<file path="src/rtl/pixel_stream_buf.sv">
// Single-frame pixel buffer with a random-access write port and a raster-order
// valid/ready readout engine.
module pixel_stream_buf #(
    parameter int unsigned W               = 2,
    parameter int unsigned H               = 5,
    parameter int unsigned DATA_W          = 8,
    parameter int unsigned TOTAL_PIXEL     = W * H,
    parameter int unsigned TOTAL_PIXEL_BIT = (TOTAL_PIXEL > 1) ? $clog2(TOTAL_PIXEL) : 1,
    parameter              INIT_FILE       = "pixel_in.hex"
) (
    input  logic                       clk,
    input  logic                       rst_n,
    input  logic                       wr_en,
    input  logic [TOTAL_PIXEL_BIT-1:0] wr_addr,
    input  logic [DATA_W-1:0]          wr_data,
    input  logic                       start,
    output logic                       busy,
    output logic                       m_valid,
    input  logic                       m_ready,
    output logic [DATA_W-1:0]          m_data,
    output logic                       m_sof,
    output logic                       m_eol,
    output logic                       m_eof,
    output logic                       frame_done
);

    localparam int unsigned XW = (W > 1) ? $clog2(W) : 1;
    localparam int unsigned EW = DATA_W + 3;

    localparam logic [1:0] S_IDLE   = 2'd0;
    localparam logic [1:0] S_STREAM = 2'd1;
    localparam logic [1:0] S_DONE   = 2'd2;

    localparam logic [TOTAL_PIXEL_BIT-1:0] PTR_LAST = TOTAL_PIXEL_BIT'(TOTAL_PIXEL - 1);
    localparam logic [XW-1:0]              X_LAST   = XW'(W - 1);

    logic [DATA_W-1:0]          mem [TOTAL_PIXEL];
    logic [1:0]                 state;
    logic [1:0]                 state_nxt;
    logic [TOTAL_PIXEL_BIT-1:0] rd_ptr;
    logic [XW-1:0]              x_cnt;
    logic                       issue_done;
    logic [1:0]                 occ;
    logic [EW-1:0]              skid;
    logic                       issue_c;
    logic                       pop_c;
    logic                       start_ok_c;
    logic [EW-1:0]              rd_entry_c;

    // Frame storage; no reset so contents survive rst_n, read-first on collision.
    always_ff @(posedge clk) begin
        if (wr_en && (32'(wr_addr) < TOTAL_PIXEL)) begin
            mem[wr_addr] <= wr_data;
        end
    end

    assign start_ok_c = (state == S_IDLE) && start;
    assign issue_c    = (state == S_STREAM) && !issue_done && (occ < 2'd2);
    assign pop_c      = m_valid && m_ready;
    assign rd_entry_c = {mem[rd_ptr], rd_ptr == '0, x_cnt == X_LAST, rd_ptr == PTR_LAST};

    always_ff @(posedge clk or negedge rst_n) begin
        if (!rst_n) begin
            state <= S_IDLE;
        end else begin
            state <= state_nxt;
        end
    end

    always_comb begin
        state_nxt = state;
        case (state)
            S_IDLE:   if (start)          state_nxt = S_STREAM;
            S_STREAM: if (pop_c && m_eof) state_nxt = S_DONE;
            S_DONE:                       state_nxt = S_IDLE;
            default:                      state_nxt = S_IDLE;
        endcase
    end

    always_ff @(posedge clk or negedge rst_n) begin
        if (!rst_n) begin
            busy       <= 1'b0;
            frame_done <= 1'b0;
        end else begin
            busy       <= (state_nxt != S_IDLE);
            frame_done <= (state_nxt == S_DONE);
        end
    end

    // Read pointer saturates at the last pixel; issue_done blocks further reads.
    always_ff @(posedge clk or negedge rst_n) begin
        if (!rst_n) begin
            rd_ptr     <= '0;
            x_cnt      <= '0;
            issue_done <= 1'b1;
        end else if (start_ok_c) begin
            rd_ptr     <= '0;
            x_cnt      <= '0;
            issue_done <= 1'b0;
        end else if (issue_c) begin
            if (rd_ptr == PTR_LAST) begin
                issue_done <= 1'b1;
            end else begin
                rd_ptr <= rd_ptr + TOTAL_PIXEL_BIT'(1);
            end
            x_cnt <= (x_cnt == X_LAST) ? '0 : x_cnt + XW'(1);
        end
    end

    // Two-entry skid: head drives the stream outputs, skid holds the second entry.
    always_ff @(posedge clk or negedge rst_n) begin
        if (!rst_n) begin
            occ     <= 2'd0;
            skid    <= '0;
            m_valid <= 1'b0;
            m_data  <= '0;
            m_sof   <= 1'b0;
            m_eol   <= 1'b0;
            m_eof   <= 1'b0;
        end else begin
            case ({issue_c, pop_c})
                2'b10: begin
                    if (occ == 2'd0) begin
                        {m_data, m_sof, m_eol, m_eof} <= rd_entry_c;
                    end else begin
                        skid <= rd_entry_c;
                    end
                    occ     <= occ + 2'd1;
                    m_valid <= 1'b1;
                end
                2'b01: begin
                    {m_data, m_sof, m_eol, m_eof} <= skid;
                    occ     <= occ - 2'd1;
                    m_valid <= (occ == 2'd2);
                end
                2'b11: begin
                    if (occ == 2'd1) begin
                        {m_data, m_sof, m_eol, m_eof} <= rd_entry_c;
                    end else begin
                        {m_data, m_sof, m_eol, m_eof} <= skid;
                        skid <= rd_entry_c;
                    end
                end
                default: ;
            endcase
        end
    end

endmodule

</file>
<file path="config.mk">
export PLATFORM = sky130hd
export DESIGN_NAME = pixel_stream_buf
export DESIGN_NICKNAME = d
export VERILOG_FILES = /design/src/rtl/pixel_stream_buf.sv
export SDC_FILE = /design/constraint.sdc
export NUM_CORES = 1
export LEC_CHECK = 0
export ABC_AREA = 1
export BUFFER_PORTS_ARGS = -buffer_cell sky130_fd_sc_hd__buf_2
export CORE_MARGIN = 2
export CORE_UTILIZATION = 50
export DETAILED_ROUTE_END_ITERATION = 6
export GPL_ROUTABILITY_DRIVEN = 1
export HOLD_SLACK_MARGIN = 0.08
export MAX_ROUTING_LAYER = met4
export PLACE_DENSITY = 0.7
export SLEW_MARGIN = 20
export SYNTH_ARGS = -nofsm -noshare
export SYNTH_HDL_FRONTEND = slang
export SYNTH_SLANG_ARGS = --single-unit
</file>
<file path="constraint.sdc">
create_clock -name clk -period 1.8 [get_ports clk]
set_input_delay 0.27 -clock clk [delete_from_list [all_inputs] [get_ports clk]]
set_output_delay 0.27 -clock clk [all_outputs]
set_load 0.02 [all_outputs]
</file>
==> results of run 1 <==
[registers in the layout, summed over array words and instances (netlist names)]
signal	count
m_eof	1
m_eol	1
rd_ptr	4
frame_done	1
busy	1
m_sof	1
issue_done	1
skid	11
occ	2
state	2
m_valid	1
x_cnt	1
m_data	8
mem	80
[layout by cell type (no fill, tap or decap), drive strengths merged]
cell,instances
dlygate4sd3,2
clkinv,10
clkinvlp,2
nor3,5
bufinv,2
edfxtp,80
clkbuf,18
nand3,33
buf,57
ha,9
dfrtp,34
o21ai,39
nand4,1
a21oi,12
inv,65
dfstp,1
nand2,145
xnor2,2
nor2,67
a31oi,3
[final timing paths]
path | from | to | depth (start not counted)
min in group asynchronous | rst_n | occ[0] | 2
hold / removal | wr_data[3] | mem[9][3] | 1
setup / recovery | issue_done | skid[6] | 10
setup reg to reg | issue_done | skid[6] | 10
max in group asynchronous | rst_n | m_data[7] | 2
hold reg to reg | skid[2] | skid[2] | 2
[critical path: stages, from the launching register on]
cell	delay [ns]
dfstp_2	0.53
inv_1	0.05
nand3_2	0.10
inv_2	0.05
ha_2	0.18
nand2_1	0.06
inv_1	0.07
nor3_4	0.28
buf_6	0.18
nand2_1	0.06
o21ai_0	0.06
[what timing repair did]
item,CTS,global route
hold endpoints to repair,35,0
gates resized for setup,1,25
hold buffers,2,0
setup endpoints to repair,3,22
buffers inserted,0,1
pin swaps,0,3
cloned,0,2
[power groups by stage]
stage / Combinational [mW] / Clock (mW) / Sequential (mW)
after detailed placement: 3.63 / 0 / 3.54
after CTS: 3.68 / 3.16 / 3.49
after floorplan: 2.55 / 0 / 3.66
after global routing: 4.47 / 3.29 / 3.53
final: 3.95 / 3.14 / 3.48
after global placement: 3.55 / 0 / 3.51
[metal layers]
metal | track usage (%) | wire length, um | share of wire, % | up-vias
li1 | - | - | - | 1782
met1 | 26.5 | 4650 | 45 | 1621
met2 | 30.2 | 4780 | 47 | 102
met3 | 4.12 | 513 | 5.0 | 20
met4 | 9.52 | 316 | 3.1 | 0
met5 | - | 0 | 0 | -
[stage by stage]
stage          instance area (um^2)  util [%]
4_1_cts                        6050      61.6
3_3_place_gp                   5470      55.7
2_1_floorplan                  5080         -
5_1_grt                        6130      62.4
3_5_place_dp                   5470      55.7
6_report                       6130      62.4
[final cells by class]
type	count	area share, %
clock buffers	18	6.82
clock inverters	14	2.27
inverters	65	4.06
multi-input cells	316	24.1
flip-flops and latches	115	53.5
well taps	133	2.72
repair buffers	59	6.54
[logic make-up after synthesis]
kind of cell    count (synthesis)  synth area share, %
simple gates                  251                 20.1
compound gates                 54                 5.47
flops                         115                 64.6
buf+inv                        82                 7.27
fa+ha+maj                       9                 2.22
xor+xnor                        2                0.345
==> results.json, run 1 <==
{
  "r2r_slack_ns": 0.09,
  "synthArstFlopShare_pct": 30.4,
  "end_kind": "flip-flop",
  "gr-total-overflow": 0,
  "synth_seq_cells": 115,
  "dp.cells": 683,
  "io_pins": 31,
  "drive_gt1_share_pct": 18.7,
  "htreeDepth": 4,
  "drtIter0Drc": 232,
  "synth_edf_count": 80,
  "skew_ns": 0.00684,
  "root_buffer": "clkbuf_8",
  "ant_nets": 0,
  "arrival_ns": 2.14,
  "synthToLayoutAreaGrowth_pct": 20.6,
  "seqPwrFrac_pct": 32.9,
  "synth.area.top_cells": "edfxtp_1 47%, dfrtp_1 17%, nand2_1 11%, nor2_1 4.8%, inv_1 4.5%",
  "multi_input_area_mm2": 0.00147,
  "vias": 3525,
  "wirelength_um": 10300,
  "crit_path_start_kind": "flip-flop",
  "rsz0062_at_grt": "yes",
  "powerDensity_mw_per_mm2": 1730,
  "synth_top_area_share_pct": 47.3,
  "synthesis.instances": 513,
  "initial_core_util_pct": 51.7,
  "die_h_um": 105,
  "clock_latency_ns": 0.51,
  "whs_ns": 0.109,
  "synth.most_common_cell": "nand2_1",
  "antenna_found_initial": 0,
  "worst_pin_slew_ns": 0.752,
  "die-area_mm2": 0.0110,
  "dr.pass1.iters": 5,
  "nets": 600,
  "hpwlAfterDp_um": 6590,
  "power.switching_mw": 3.93,
  "syn_nets": 539,
  "critical_path_required_ns": 2.23,
  "p_clk_share_pct": 29.7,
  "p_int_mw": 6.64,
  "netlist_area_mm2": 0.00508,
  "critPathMaxFanout": 9,
  "pre_cts_slack_ns": 0.00368,
  "maxCapViolCount": 0,
  "die_width_um": 105,
  "crit_type": "flip-flop to flip-flop",
  "swShare_pct": 37.1,
  "postSynthAreaPerCell_um2": 9.90,
  "finalWorstSetupSlack_ns": 0.0914,
  "final_cells": 720,
  "vias_per_cell": 4.90,
  "gp_congestion": 0.861,
  "yosysWarnings": 0,
  "cts_buffer_depth": 2,
  "drc": 0,
  "fin_setup_tns_ns": 0,
  "power_frac_comb_pct": 37.4,
  "cts.clk_slew.worst_paths_ns": 0.06,
  "grt_pass1_vias": 3325,
  "ir_worst_vdd_uv": 822,
  "antenna_cells": 0,
  "drv_slew": 0,
  "core_mm2": 0.00982,
  "cts_tree": "yes",
  "max_clock_freq_mhz": 585,
  "rows": 36,
  "cts_buffers": 17,
  "fin_crit_sh_pct": 94.9,
  "slew-limit-headroom_pct": 49.9,
  "ff_latch_area_mm2": 0.00328,
  "ys.flop_type": "edfxtp_1",
  "yosysUniqueCellTypes": 29,
  "holdCritPathClass": "input pin to flip-flop",
  "yosys-top-cells-count": "143 x nand2_1, 80 x edfxtp_1, 65 x nor2_1, 61 x inv_1, 34 x dfrtp_1",
  "wire_per_inst_um": 14.3,
  "total_power_mw": 10.6,
  "status": "completed",
  "yosysTopAreaCell": "edfxtp_1",
  "leakage_nw": 2.74,
  "grt_pass1_wl_um": 16500,
  "setup_viol": 0,
  "hold_violations": 0,
  "grt_max_degree": 36,
  "min_period_ns": 1.71,
  "cts_num_sinks": 115,
  "grt_usage_pct": 20.1,
  "numPortBuffers": 30,
  "nFillCells": 813,
  "yosysSeqAreaShare_pct": 64.6
}
Power figures use the tool's default switching activity.
==> inputs of run 2 (changes only) <==
--- a/config.mk
+++ b/config.mk
@@ -6,6 +6,7 @@
 export NUM_CORES = 1
 export LEC_CHECK = 0
 export ABC_AREA = 1
+export ABC_CLOCK_PERIOD_IN_PS = 1800
 export BUFFER_PORTS_ARGS = -buffer_cell sky130_fd_sc_hd__buf_2
 export CORE_MARGIN = 2
 export CORE_UTILIZATION = 50
@@ -14,6 +15,7 @@
 export HOLD_SLACK_MARGIN = 0.08
 export MAX_ROUTING_LAYER = met4
 export PLACE_DENSITY = 0.7
+export REMOVE_ABC_BUFFERS = 1
 export SLEW_MARGIN = 20
 export SYNTH_ARGS = -nofsm -noshare
 export SYNTH_HDL_FRONTEND = slang
==> run 2 against run 1 <==
  * Count of clock-buffer cells in the layout fell by 1
  * Register-to-register slack got worse by 0.05 ns
  * Critical endpoint is now skid[0]
  * Routed wire length is 3.9% higher
  * Clock skew increased by 0.0015 ns
  * Clock power is 1% higher
  * First-iteration DRC count grew 40%
  * Non-clock buffer count grew 2
  * Highest routed layer unchanged
  * Fmax fell by 2.8%
  * Combinational power increased by 3%
==> results.json, run 2 (synthesis results as in run 1) <==
{
  "worstPathCellList": "inv_1 -> nor2_2 -> nand3_2 -> inv_2 -> ha_4 -> nor2_1 -> nor3_4 -> buf_6 -> nand2_1 -> o21ai_0",
  "vias": 3675,
  "grt_pass1_vias": 3507,
  "critical_path_required_ns": 2.20,
  "nFillCells": 789,
  "die_h_um": 105,
  "holdCritPathClass": "input pin to flip-flop",
  "ir_worst_vdd_uv": 877,
  "fin_util_pct": 63.0,
  "biggestRegsByFlops": "mem (80), skid (11), m_data (8)",
  "fin_setup_tns_ns": 0,
  "wire_per_inst_um": 14.8,
  "grt_max_degree": 36,
  "drtIter0Drc": 325,
  "critPathMaxFanout": 5,
  "clock_latency_ns": 0.50,
  "gr-usage-met3_pct": 5.61,
  "drv_slew": 0,
  "status": "completed",
  "largest_register": "mem",
  "dp.cells": 682,
  "initial_core_util_pct": 51.7,
  "cts.clk_slew.worst_paths_ns": 0.06,
  "fin_crit_sh_pct": 97.7,
  "slew-limit-headroom_pct": 48.8,
  "cts_num_sinks": 115,
  "nets": 603,
  "synthToLayoutAreaGrowth_pct": 21.8,
  "design_area_mm2": 0.00619,
  "final_cells": 723,
  "maxCapViolCount": 0,
  "cts_buffers": 17,
  "grt_usage_pct": 20.9,
  "final_cell_mix": "141 x nand2_1, 80 x edfxtp_1, 64 x nor2_1",
  "wirelength_um": 10700,
  "largest_reg_flops": 80,
  "cts_buffer_depth": 2,
  "crit_type": "flip-flop to flip-flop",
  "die-area_mm2": 0.0110,
  "powerDensity_mw_per_mm2": 1740,
  "antenna_cells": 0,
  "vias_per_cell": 5.08,
  "critPathMaxStageDelay_ns": 0.34,
  "cp_slowest_cell": "dfrtp_1",
  "max_clock_freq_mhz": 569,
  "skew_ns": 0.00832,
  "layout_commonest_cell": "nand2_1",
  "arrival_ns": 2.16,
  "die_width_um": 105,
  "core_mm2": 0.00982,
  "end_kind": "flip-flop",
  "pre_cts_slack_ns": -0.0215,
  "met2_usage_pct": 33.2,
  "finalWorstSetupSlack_ns": 0.0422,
  "leakage_nw": 2.75,
  "worst_pin_slew_ns": 0.768,
  "ant_nets": 0,
  "hpwlAfterDp_um": 6700,
  "dr.pass1.iters": 6,
  "place_area_mm2": 0.00545,
  "numPortBuffers": 30,
  "antenna_found_initial": 0,
  "io_pins": 31,
  "rows": 36,
  "root_buffer": "clkbuf_8",
  "gr-total-overflow": 0,
  "drc": 0,
  "gp_congestion": 0.852,
  "drive_gt1_share_pct": 19.3,
  "hold_violations": 0,
  "htreeDepth": 4,
  "grt-busiest-layer": "met2",
  "met1_usage_pct": 26.2,
  "cts_tree": "yes",
  "grt_pass1_wl_um": 17200,
  "setup_viol": 0,
  "min_period_ns": 1.76,
  "crit_path_start_kind": "flip-flop"
}
run 2: cell types whose count changed in the layout (fill, tap and decap cells not counted), moves of 2 or more:
cell      previous run  this run
clkinv_2             5         2
clkinv_4             3         6
o21ai_2              3         0
buf_4               22        24
ha_2                 2         0
ha_4                 0         2
o21ai_1             19        21
run 2: what timing repair did:
item                       in CTS  in global routing
cloned                          2                  1
resized for setup               8                 22
hold buffers                    2                  0
hold endpoints to repair       35                  0
buffers inserted                0                  4
setup endpoints to repair      19                 23
pin swaps                       0                  3
run 2: path summary, 6_finish.rpt:
check | startpoint | endpoint | slack (ns) | depth (start not counted)
min reg2reg | skid[2] | skid[2] | 0.49 | 2
min | wr_data[6] | mem[5][6] | 0.11 | 1
max reg2reg | state[0] | skid[0] | 0.04 | 10
min in group asynchronous | rst_n | busy | 0.39 | 2
max | state[0] | skid[0] | 0.04 | 10
max in group asynchronous | rst_n | rd_ptr[0] | 0.88 | 2
run 2: where the power goes:
group	internal (mW)	leakage, nW	switching (mW)
logic	1.47	1.34	2.60
clock network	1.98	0.276	1.20
registers	3.27	1.14	0.239
total	6.72	2.75	4.05
run 2: critical path: cells and delay by family (launching register included):
kind / cells / cell delay, ns
buffers and inverters: 3 / 0.35
adders and majority gates: 1 / 0.16
and+or+nand+nor: 5 / 0.70
DFF: 1 / 0.34
AOI/OAI and AO/OA: 1 / 0.11
run 2: layout make-up:
cell class / count / area, um^2 / area share (%)
Sequential cell: 115 / 3280 / 53.0
Multi-Input combinational cell: 317 / 1500 / 24.2
Timing Repair Buffer: 61 / 415 / 6.71
Clock buffer: 17 / 414 / 6.69
Inverter: 65 / 255 / 4.13
Tap cell: 133 / 166 / 2.69
Clock inverter: 15 / 159 / 2.57
run 2: layer usage:
metal,vias to the layer above,share of wire (%)
met4,0,1.2
met3,12,5.7
met1,1721,44
met5,-,0
li1,1796,-
met2,146,49
run 2: through the flow:
stage          total power, mW  hold slack, ns
2_1_floorplan             5.96         -0.0256
3_3_place_gp              7.03           0.374
3_5_place_dp              7.14           0.387
4_1_cts                   10.5          0.0902
5_1_grt                   11.5          0.0966
6_report                  10.8           0.106
